--- config.mk ---
export PLATFORM = sky130hd
export DESIGN_NAME = spi_regmap_burst
export DESIGN_NICKNAME = d
export VERILOG_FILES = /design/src/rtl/spi_regmap_burst.sv
export SDC_FILE = /design/constraint.sdc
export NUM_CORES = 1
export LEC_CHECK = 0
export CAP_MARGIN = 20
export CORE_MARGIN = 1.5
export CORE_UTILIZATION = 35
export CTS_CLUSTER_DIAMETER = 150
export DETAILED_ROUTE_END_ITERATION = 10
export HOLD_SLACK_MARGIN = 0.08
export PLACE_DENSITY = 0.64
export SYNTH_ARGS = -nofsm -noshare
export SYNTH_HDL_FRONTEND = slang
export SYNTH_SLANG_ARGS = --single-unit
--- constraint.sdc ---
create_clock -name clk -period 7 [get_ports clk]
set_input_delay 1.4 -clock clk [delete_from_list [all_inputs] [get_ports clk]]
set_output_delay 1.4 -clock clk [all_outputs]
set_load 0.01 [all_outputs]
--- src/rtl/spi_regmap_burst.sv ---
// SPI mode-0 slave register map, oversampled in the clk domain; frames are {rw, addr, word(s)}.
// Define SPI_REGMAP_BURST_EN for address auto-increment bursts while spi_cs_n stays low.
module spi_regmap_burst #(
    parameter int ADDR_W   = 7,
    parameter int DATA_W   = 40,
    parameter int NUM_REGS = 4
) (
    input  logic                       clk,
    input  logic                       rst,
    input  logic                       spi_sclk,
    input  logic                       spi_cs_n,
    input  logic                       spi_mosi,
    output logic                       spi_miso,
    output logic [NUM_REGS*DATA_W-1:0] regs_o,
    output logic                       wr_stb,
    output logic [ADDR_W-1:0]          wr_addr,
    output logic                       frame_err
);
    // Bit counter must cover the longer of the address and data fields.
    localparam int MAX_W = (DATA_W > ADDR_W) ? DATA_W : ADDR_W;
    localparam int CNT_W = $clog2(MAX_W + 1);

    typedef enum logic [2:0] {IDLE, CMD, ADDR, DATA, WAIT_CS} state_t;

    logic [2:0]        sclk_q;
    logic [1:0]        cs_q, mosi_q;
    state_t            state_q, state_d;
    logic              rw_q, rw_d;
    logic [ADDR_W-1:0] addr_q, addr_d;
    logic [CNT_W-1:0]  cnt_q, cnt_d;
    logic [DATA_W-2:0] sh_in_q, sh_in_d;
    logic [DATA_W-1:0] sh_out_q, sh_out_d;
    logic [DATA_W-1:0] regs_q [NUM_REGS];
    logic [DATA_W-1:0] regs_d [NUM_REGS];
    logic              miso_q, miso_d;
    logic              wr_stb_q, wr_stb_d;
    logic [ADDR_W-1:0] wr_addr_q, wr_addr_d;
    logic              frame_err_q, frame_err_d;
    logic              sclk_rise, sclk_fall, cs_s, mosi_s;
    logic [DATA_W-1:0] sh_nxt;
    logic [ADDR_W-1:0] addr_nxt;
`ifdef SPI_REGMAP_BURST_EN
    logic [ADDR_W-1:0] addr_inc;
`endif

    function automatic logic in_range(input logic [ADDR_W-1:0] a);
        return {1'b0, a} < (ADDR_W+1)'(NUM_REGS);
    endfunction

    function automatic logic [DATA_W-1:0] reg_at(input logic [ADDR_W-1:0] a);
        logic [DATA_W-1:0] v;
        v = '0;
        for (int i = 0; i < NUM_REGS; i++)
            if (a == ADDR_W'(i)) v = regs_q[i];
        return v;
    endfunction

    assign sclk_rise = sclk_q[1] & ~sclk_q[2];
    assign sclk_fall = ~sclk_q[1] & sclk_q[2];
    assign cs_s      = cs_q[1];
    assign mosi_s    = mosi_q[1];
    assign sh_nxt    = {sh_in_q, mosi_s};
    assign addr_nxt  = sh_nxt[ADDR_W-1:0];
`ifdef SPI_REGMAP_BURST_EN
    assign addr_inc  = (addr_q == ADDR_W'(NUM_REGS - 1)) ? '0 : addr_q + 1'b1;
`endif

    always_comb begin
        state_d     = state_q;
        rw_d        = rw_q;
        addr_d      = addr_q;
        cnt_d       = cnt_q;
        sh_in_d     = sh_in_q;
        sh_out_d    = sh_out_q;
        regs_d      = regs_q;
        miso_d      = 1'b0;
        wr_stb_d    = 1'b0;
        wr_addr_d   = wr_addr_q;
        frame_err_d = 1'b0;
        if (cs_s && state_q != IDLE) begin
            // A CS rise is clean only before any bit or exactly on a word boundary.
            state_d     = IDLE;
            frame_err_d = (state_q == ADDR) || (state_q == DATA && cnt_q != '0);
        end else begin
            case (state_q)
                IDLE: if (!cs_s) state_d = CMD;
                CMD: if (sclk_rise) begin
                    rw_d    = mosi_s;
                    cnt_d   = '0;
                    state_d = ADDR;
                end
                ADDR: if (sclk_rise) begin
                    sh_in_d = sh_nxt[DATA_W-2:0];
                    cnt_d   = cnt_q + 1'b1;
                    if (cnt_q == CNT_W'(ADDR_W - 1)) begin
                        addr_d  = addr_nxt;
                        cnt_d   = '0;
                        state_d = DATA;
                        if (!rw_q) begin
                            sh_out_d    = reg_at(addr_nxt);
                            frame_err_d = !in_range(addr_nxt);
                        end
                    end
                end
                DATA: begin
                    if (!rw_q) begin
                        miso_d = miso_q;
                        if (sclk_fall) begin
                            miso_d   = sh_out_q[DATA_W-1];
                            sh_out_d = sh_out_q << 1;
                        end
                    end
                    if (sclk_rise) begin
                        sh_in_d = sh_nxt[DATA_W-2:0];
                        cnt_d   = cnt_q + 1'b1;
                        if (cnt_q == CNT_W'(DATA_W - 1)) begin
                            cnt_d = '0;
                            if (rw_q) begin
                                if (in_range(addr_q)) begin
                                    for (int i = 0; i < NUM_REGS; i++)
                                        if (addr_q == ADDR_W'(i)) regs_d[i] = sh_nxt;
                                    wr_stb_d  = 1'b1;
                                    wr_addr_d = addr_q;
                                end else begin
                                    frame_err_d = 1'b1;
                                end
                            end
`ifdef SPI_REGMAP_BURST_EN
                            addr_d = addr_inc;
                            if (!rw_q) sh_out_d = reg_at(addr_inc);
`else
                            state_d = WAIT_CS;
`endif
                        end
                    end
                end
                WAIT_CS: ;
                default: state_d = IDLE;
            endcase
        end
    end

    // Synchronisers run through reset so the post-reset state reflects the real CS level.
    always_ff @(posedge clk) begin
        sclk_q <= {sclk_q[1:0], spi_sclk};
        cs_q   <= {cs_q[0], spi_cs_n};
        mosi_q <= {mosi_q[0], spi_mosi};
    end

    always_ff @(posedge clk) begin
        if (rst) begin
            state_q     <= cs_q[1] ? IDLE : WAIT_CS;
            rw_q        <= 1'b0;
            addr_q      <= '0;
            cnt_q       <= '0;
            miso_q      <= 1'b0;
            wr_stb_q    <= 1'b0;
            wr_addr_q   <= '0;
            frame_err_q <= 1'b0;
            for (int i = 0; i < NUM_REGS; i++) regs_q[i] <= '0;
        end else begin
            state_q     <= state_d;
            rw_q        <= rw_d;
            addr_q      <= addr_d;
            cnt_q       <= cnt_d;
            miso_q      <= miso_d;
            wr_stb_q    <= wr_stb_d;
            wr_addr_q   <= wr_addr_d;
            frame_err_q <= frame_err_d;
            regs_q      <= regs_d;
        end
        sh_in_q  <= sh_in_d;
        sh_out_q <= sh_out_d;
    end

    for (genvar g = 0; g < NUM_REGS; g++) begin : g_regs
        assign regs_o[g*DATA_W +: DATA_W] = regs_q[g];
    end

    assign spi_miso  = miso_q;
    assign wr_stb    = wr_stb_q;
    assign wr_addr   = wr_addr_q;
    assign frame_err = frame_err_q;
endmodule
==> summary.txt, run 1 <==
Global route
  • GRT overflow: 0
  • Global-route wire length before repair: roughly 44000 um
  • Total track usage: 16.9%
  • Antenna violations before repair: 0
  • Largest net degree at the start of global routing: 134
  • Vias in the first global route: 7510

Drt
  • Detailed router's first-iteration violation count: 486
  • Total Wirelength: about 28000 um
  • Remaining antenna violation count: 0
  • Drt first pass iters: 11
  • Drt wl/cell: 18.7 um
  • Via density: between 5 and 6
  • Vias: 7476
  • Drt drc: 7

Final layout
  • Area Overhead vs Synth: 27.8%
  • Share of cells above drive strength 1: between 9 and 10%
  • Final core utilization: around 46%
  • Final cell count without fillers: 1475
  • # nets final: about 1100
  • Area of the multi-input gates: roughly 0.0044 sq mm
  • Antenna Cells: 0
  • FF+latch area: 0.00629 sq mm
  • Filler instances: 2792

Logic synthesis
  • Part of the Yosys area used for sequential elements: between 50 and 60%
  • EDFF count, synth: 82
  • Warnings from Yosys: 0
  • FFs w/ async S/R, synth: 0%
  • Synth top area share: 34.8%
  • Mapped cell area: roughly 0.011 sq mm
  • Most common cell in the netlist: nand2_1
  • Synth area leader: dfxtp_1
  • Synth top cells by count: nand2_1 (212), dfxtp_1 (191), mux2i_1 (171)
  • Post-synthesis cell count: 903
  • Syn avg cell area: 12.2 sq um
  • Synth top area cells: dfxtp_1 (35%), edfxtp_1 (22%), mux2i_1 (16%)
  • Synth unique cells: 47
  • Ys flop type: dfxtp_1
  • Mapped Nets: 911
  • Synthesized flop and latch total: 273

Power
  • Total power: 0.00341 W
  • Net Switching: 0.000766 W
  • Sw Ratio: 22.5%
  • Sequential share of power: 49.5%
  • Leakage power: 5.57 nW
  • Logic gate share of total power: 4.7%
  • Pint: ~0.0026 W
  • PwrDens: 243 mW/mm^2
  • Max VDD drop: ~0.18 mV
  • Clock share of power: 45.8%

Floorplanning
  • Core Rows: 64
  • Number of top-level pins: roughly 180
  • Initial Util: 35.7%
  • Core Box Area: 0.0307 sq mm
  • Die Span Y: roughly 180 um
  • Die area: 0.0324 sq mm
  • Chip width: 180 um

Clocking
  • TritonCTS clock tree: yes
  • CTS buffer count: 30
  • Clk root buf: clkbuf_16
  • Clk sinks: 273
  • CTS H-tree lvls: 1
  • Clock Latency Late Sink: 0.55 ns
  • Clock transition at path regs: around 0.060 ns
  • Postcts setup bufs: 0
  • # resized after CTS: 0
  • Post-CTS Hold Fix Bufs: 0
  • Clk buf depth: 3

Timing
  • Tcrit/Tclk final: between 50% and 60%
  • Setup Skew: 0.0123 ns
  • Final count of negative-setup-slack endpoints: 0
  • Tmin final: between 3 and 4 ns
  • Slew Limit Fails: 0
  • Unrepaired setup endpoints after global routing: false
  • Slew margin rel.: 32.8%
  • WHS: 0.327 ns
  • Least-Margin Pin Slew: 1.01 ns
  • Total negative setup slack: 0 ns
  • Fin. Hold Viols: 0
  • Maximum clock rate: 0.265 GHz

Placed design
  • Port buffer count: 174
  • GP Congestion: slightly below 0.8
  • Post-DP HPWL: 17100 um
  • Placed insts: between 1000 and 1500

Hold path
  • Hold crit path type: reg2reg

Status
  • Status: complete, but fails checks
  • Failing checks: design-rule violations

Setup path
  • Crit Path Category: in2reg
  • WP data required: 7.46 ns
  • Setup crit end kind: flop
  • Largest delay share family, worst path: buffers and inverters
  • Startpoint Class: input port
  • Bufs and invs on worst path: 3
  • Max FO, Critical Path: 133
  • Data arrival, critical path: 4.23 ns
  • Slowest-stage cell, CP: inv_6
  • Cell chain of the critical path: clkdlybuf4s50_1 -> inv_6 -> buf_4 -> nand2_1 -> mux2i_1
  • Worst path max stage delay: 0.81 ns

Run
  • Max-Cap Viols: 0
[path summary, 6_finish.rpt]
path,start,to,slack (ns),cells after the start
hold reg to reg,mosi_q[0],mosi_q[1],0.33,0
setup / recovery,rst,regs_o[41],3.23,5
setup reg to reg,cs_q[1],regs_o[41],3.71,5
hold / removal,mosi_q[0],mosi_q[1],0.33,0
[registers in the layout (all words and copies together), names as in the netlist, 2 cells and up]
register  flops
wr_addr       7
sh_in_q      39
sh_out_q     40
cnt_q         6
regs_o      160
mosi_q        2
sclk_q        3
state_q       3
cs_q          2
addr_q        7
[metal layers]
layer,wire length (um),track usage (%),vias to the layer above
met1,12900,23.7,3701
met2,12700,26.9,187
met4,459,3.56,0
met3,1620,3.62,44
met5,0,0,-
li1,-,-,3544
[power by group through the flow]
stage,Sequential [W],Combinational [W],Clock (W)
floorplan,0.00170,0.000139,0
CTS,0.00169,0.000161,0.00160
finish,0.00169,0.000159,0.00156
global route,0.00169,0.000175,0.00167
detailed placement,0.00172,0.000161,0
global placement,0.00172,0.000158,0
[cell usage in the layout, fill, tap and decap left out, types with 5 or more instances in the layout]
cell type        Yosys  routed
mux2i_1            171     171
nor2_1              14      12
nor3_1               6       6
edfxtp_1            82      82
clkbuf_1            45      12
and2_1               6       6
a22o_1              39      39
mux4_2              40      40
a21oi_1              8       8
dfxtp_1            191     190
clkdlybuf4s50_1      0     174
nand2_1            212     212
nand4_1              5       5
buf_4                0      12
clkbuf_16            0      31
[stage by stage]
step / instance area (sq um) / worst slack, ns
after floorplan: 11000 / 1.46
after global placement: 13100 / 2.77
after detailed placement: 13100 / 2.68
after CTS: 14000 / 3.24
after global routing: 14000 / 3.00
final: 14000 / 3.23
[logic make-up (layout without fill, tap and decap cells)]
logic type	Yosys count	in the layout	synth area share [%]
mux	211	211	23.8
simple gates	281	281	11.1
compound gates	60	60	4.33
flops	273	273	57.3
xor+xnor	5	5	0.399
fa+ha+maj	3	3	0.342
buf+inv	70	246	2.77
[area by class of cell]
type	count	share of cell area, %
clock buffers	47	6.24
clock inverters	9	0.713
multi-input cells	560	31.5
flip-flops and latches	273	44.8
repair buffers	186	13.1
inverters	4	0.143
well taps	396	3.53
No activity file was read; power rests on OpenSTA's default activity.
==> run 2, diff against run 1 <==
==> constraint.sdc (replaced) <==
create_clock -name clk -period 3.7 [get_ports clk]
set_input_delay 0.74 -clock clk [delete_from_list [all_inputs] [get_ports clk]]
set_output_delay 0.74 -clock clk [all_outputs]
set_load 0.01 [all_outputs]
==> summary.txt, run 2 (same netlist as run 1, synthesis figures left out) <==
Status
  • Status: complete, but fails checks
  • Failing checks: design-rule violations

Power
  • Clock share of power: about 46%
  • Leakage power: 5.63 nW
  • Max VDD drop: 0.297 mV
  • Pint: slightly above 0.005 W
  • Sw Ratio: 22.2%
  • Sequential share of power: between 40% and 50%
  • Logic gate share of total power: 4.8%
  • Net Switching: 0.00145 W
  • PwrDens: roughly 460 mW/mm^2

Clocking
  • Clk root buf: clkbuf_16
  • Clock Latency Late Sink: between 0.5 and 0.6 ns
  • TritonCTS clock tree: yes
  • Clk sinks: 273
  • CTS H-tree lvls: 1
  • Postcts setup bufs: 0
  • # resized after CTS: 0
  • Clk buf depth: 3
  • CTS buffer count: 30
  • Post-CTS Hold Fix Bufs: 0
  • Clock transition at path regs: ~0.060 ns

Setup path
  • Worst path depth: 5
  • CP startpoint: cs_q[1]
  • WP data required: 4.12 ns
  • R2R depth: 5
  • Largest delay share family, worst path: simple AND/OR/NAND/NOR gates
  • R2R Setup Slk: 0.97 ns
  • Setup crit end kind: flop
  • Max FO, Critical Path: 21
  • Worst reg2reg path endpoint: regs_o[13]
  • Slowest-stage cell, CP: or4_2
  • Startpoint Class: flop
  • Bufs and invs on worst path: 1
  • Data arrival, critical path: 3.14 ns
  • Cell chain of the critical path: or3b_1 -> or4_4 -> or4_2 -> buf_4 -> mux2i_1
  • Worst path max stage delay: 0.57 ns
  • Crit Path Category: reg2reg
  • Worst reg2reg startpoint: cs_q[1]

Floorplanning
  • Die area: 0.0324 sq mm
  • Number of top-level pins: 175
  • Chip width: 180 um
  • Initial Util: between 30% and 40%
  • Die Span Y: 180 um
  • Core Box Area: slightly above 0.03 sq mm
  • Core Rows: 64

Hold path
  • Hold path endpoint: sclk_q[1]
  • Hold Crit Depth: 0
  • Min-delay src: sclk_q[0]
  • Hold crit path type: reg2reg

Global route
  • Antenna violations before repair: 0
  • GRT busiest layer: met2
  • Total track usage: 17.0%
  • Met1 usage: 23.6%
  • GRT overflow: 0
  • Global-route wire length before repair: 44100 um
  • Vias in the first global route: 7481
  • Largest net degree at the start of global routing: 87
  • GR Util met3: 3.58%
  • Met2 usage: 27.7%

Drt
  • Remaining antenna violation count: 0
  • Drt wl/cell: 19.0 um
  • Total Wirelength: 28100 um
  • Detailed router's first-iteration violation count: about 430
  • Via density: slightly above 5
  • Drt drc: 8
  • Vias: 7550
  • Drt first pass iters: 10

Final layout
  • Max FFs per register: 160
  • Share of cells above drive strength 1: 10.7%
  • Area of the multi-input gates: 0.00443 sq mm
  • FF+latch area: ~0.0063 sq mm
  • Area Overhead vs Synth: 29.1%
  • Most frequent cells in the layout: nand2_1 (212), dfxtp_1 (190), clkdlybuf4s50_1 (174)
  • # nets final: between 1000 and 1500
  • Filler instances: 2800
  • Commonest non-fill, non-tap cell in the layout: nand2_1
  • Antenna Cells: 0

Timing
  • Setup Skew: 0.0110 ns
  • Tmin final: 2.73 ns
  • Final count of negative-setup-slack endpoints: 0
  • Least-Margin Pin Slew: ~0.94 ns
  • Total negative setup slack: 0 ns
  • WHS: about 0.33 ns
  • Unrepaired setup endpoints after global routing: false
  • Slew margin rel.: 37.3%
  • Maximum clock rate: around 0.37 GHz
  • Tcrit/Tclk final: 73.7%
  • Fin. Hold Viols: 0
  • Slew Limit Fails: 0

Placed design
  • GP Congestion: 0.793
  • Port buffer count: 174
  • Post-DP HPWL: 17800 um

Run
  • Max-Cap Viols: 0
## run 2: changes by cell type in the layout (fill, tap and decap cells not counted), sizes merged
cell    before  now
inv          6    4
clkinv       5    6
clkbuf      47   48
buf         12   18
## run 2: worst reg2reg max path, delay by kind of cell (launching register included)
kind	cells	cell delay [ns]
simple gates	3	1.67
flops	1	0.42
buf+inv	1	0.31
mux	1	0.19
## run 2: worst max-delay path by stage
stage                  endpoint  slack (ns)
floorplan             addr_q[0]        0.11
global placement    regs_o[115]        0.89
detailed placement   regs_o[74]        0.80
CTS                  regs_o[21]        0.95
global route         regs_o[10]        0.87
finish               regs_o[13]        0.97
## run 2: per-layer routing
layer / vias to the layer above / routed length, um
met2: 188 / 13100
met4: 0 / 354
li1: 3563 / -
met3: 29 / 1440
met5: - / 0
met1: 3770 / 13300
## run 2: cell type report
cell class	count	area share [%]
Clock buffer	48	6.49
Tap cell	396	3.49
Multi-Input combinational cell	560	31.2
Timing Repair Buffer	192	13.6
Sequential cell	273	44.3
Inverter	4	0.141
Clock inverter	8	0.635
## run 2: per-stage QoR
stage | instances | cell area, sq um | setup slack (ns) | total power, W | util (%)
after floorplan | 903 | 11000 | 0.108 | 0.00348 | -
after global placement | 1424 | 13100 | 0.889 | 0.00357 | 42.7
after detailed placement | 1424 | 13100 | 0.804 | 0.00358 | 42.7
after CTS | 1480 | 14200 | 0.955 | 0.00660 | 46.0
after global routing | 1481 | 14200 | 0.867 | 0.00677 | 46.1
final | 1481 | 14200 | 0.975 | 0.00653 | 46.1
## run 2: power by group through the flow
stage / Combinational, W / Clock, W / Sequential (W)
after floorplan: 0.000267 / 0 / 0.00322
after global placement: 0.000309 / 0 / 0.00326
after CTS: 0.000314 / 0.00308 / 0.00320
final: 0.000311 / 0.00302 / 0.00320
after detailed placement: 0.000313 / 0 / 0.00326
after global routing: 0.000346 / 0.00322 / 0.00321
==> run 3, diff against run 2 <==
==> constraint.sdc (replaced) <==
create_clock -name clk -period 2.65 [get_ports clk]
set_input_delay 0.53 -clock clk [delete_from_list [all_inputs] [get_ports clk]]
set_output_delay 0.53 -clock clk [all_outputs]
set_load 0.01 [all_outputs]
==> summary.txt, run 3 (same netlist as run 1, synthesis figures left out) <==
Clocking
  • Postcts setup bufs: 0
  • Clock Latency Late Sink: 0.55 ns
  • Post-CTS Hold Fix Bufs: 0
  • # resized after CTS: 0
  • Clk buf depth: 3
  • CTS buffer count: 30
  • CTS H-tree lvls: 1
  • Clk root buf: clkbuf_16
  • Clock transition at path regs: 0.06 ns
  • TritonCTS clock tree: yes
  • Clk sinks: approximately 270

Setup path
  • CP startpoint: sclk_q[1]
  • R2R Setup Slk: approximately 0.19 ns
  • Cell chain of the critical path: or3b_1 -> or4_4 -> or4_4 -> buf_4 -> mux2i_1
  • Worst reg2reg startpoint: sclk_q[1]
  • Setup crit end kind: flop
  • Data arrival, critical path: 2.87 ns
  • Slowest-stage cell, CP: or4_4
  • WP data required: 3.06 ns
  • Worst reg2reg path endpoint: regs_o[23]
  • Cell mode on critical path: or4_4
  • Max FO, Critical Path: 21
  • R2R depth: 5
  • Crit Path Category: reg2reg
  • Worst path max stage delay: ~0.56 ns
  • Startpoint Class: flop

Floorplanning
  • Core Box Area: 0.0307 sq mm
  • Die Span Y: 180 um
  • Chip width: 180 um
  • Core Rows: 64
  • Number of top-level pins: 175
  • Die area: 0.0324 sq mm
  • Initial Util: 35.7%

Timing
  • Maximum clock rate: 0.406 GHz
  • Total negative setup slack: 0 ns
  • Tcrit/Tclk final: between 90% and 100%
  • Slew Limit Fails: 0
  • Final count of negative-setup-slack endpoints: 0
  • Least-Margin Pin Slew: between 0.5 and 0.6 ns
  • Setup Skew: ~0.020 ns
  • Tmin final: 2.46 ns
  • Slew margin rel.: 63.0%
  • Unrepaired setup endpoints after global routing: false
  • Fin. Hold Viols: 0
  • WHS: around 0.33 ns

Final layout
  • Filler instances: 2802
  • Antenna Cells: 0
  • Area of the multi-input gates: between 0.004 and 0.005 sq mm
  • Share of cells above drive strength 1: 12.7%
  • Area Overhead vs Synth: 30.9%
  • # nets final: 1086
  • FF+latch area: 0.00629 sq mm
  • Final core utilization: 46.7%
  • Commonest non-fill, non-tap cell in the layout: nand2_1
  • Max FFs per register: 160
  • Final cell count without fillers: roughly 1500
  • Most frequent cells in the layout: nand2_1 (212), dfxtp_1 (188), clkdlybuf4s50_1 (174)

Power
  • Leakage power: between 5 and 6 nW
  • Max VDD drop: about 0.47 mV
  • PwrDens: 646 mW/mm^2

Global route
  • Antenna violations before repair: 0
  • GRT overflow: 0
  • Global-route wire length before repair: 43700 um
  • Total track usage: between 15 and 20%
  • Vias in the first global route: 7548
  • Largest net degree at the start of global routing: 68

Placed design
  • Post-DP HPWL: 18100 um
  • Port buffer count: 174
  • GP Congestion: 0.786
  • Placed insts: 1442

Hold path
  • Hold Crit Depth: 0
  • Hold path endpoint: mosi_q[1]
  • Min-delay src: mosi_q[0]
  • Hold crit path type: reg2reg

Status
  • Failing checks: design-rule violations
  • Status: complete, but fails checks

Drt
  • Drt first pass iters: 7
  • Total Wirelength: 27700 um
  • Remaining antenna violation count: 0
  • Drt wl/cell: 18.5 um
  • Vias: ~7600
  • Via density: between 5 and 6
  • Detailed router's first-iteration violation count: 531
  • Drt drc: 9

Run
  • Max-Cap Viols: 0
-- run 3: cell count changes in the layout (fill, tap and decap cells not counted), sizes merged --
cell,previous run,this run
clkinvlp,0,2
clkbuf,48,36
bufinv,2,4
buf,18,35
clkinv,6,14
-- run 3: area by class of cell --
type                            count  area share [%]
Timing Repair Buffer              209            14.6
Clock inverter                     20            1.43
Tap cell                          396            3.45
Clock buffer                       36            5.82
Inverter                            4           0.139
Multi-Input combinational cell    560            30.8
Sequential cell                   273            43.8
-- run 3: how the worst max path moves through the flow --
stage                              to
after floorplan           sh_out_q[0]
after global placement     regs_o[23]
after detailed placement   regs_o[17]
after CTS                  regs_o[23]
after global routing       regs_o[23]
final                      regs_o[23]
-- run 3: stage by stage --
step | instance area, sq um | power [W] | setup slack (ns)
2_1_floorplan | 11000 | 0.00487 | -0.284
3_3_place_gp | 13300 | 0.00505 | 0.261
3_5_place_dp | 13300 | 0.00505 | 0.209
4_1_cts | 14400 | 0.00937 | 0.182
5_1_grt | 14400 | 0.00961 | 0.107
6_report | 14400 | 0.00929 | 0.186
-- run 3: report_power, final --
group          switching (W)  internal [W]  total [W]
combinational       0.000342      0.000208   0.000550
clock                0.00170       0.00263    0.00433
sequential         0.0000388       0.00437    0.00441
total                0.00208       0.00721    0.00929
-- run 3: per-layer routing --
layer  global-route usage [%]  share of wire (%)  vias to the layer above
met5                        0                  0                        -
met3                     3.38                5.3                       31
met2                     27.5                 46                      184
li1                         -                  -                     3607
met4                     3.19                1.4                        0
met1                     23.2                 47                     3731
-- run 3: critical path: cells and delay by family, from the launching register on --
kind	cells	cell delay, ns
simple gates	3	1.48
buf+inv	1	0.28
mux	1	0.16
flops	1	0.37
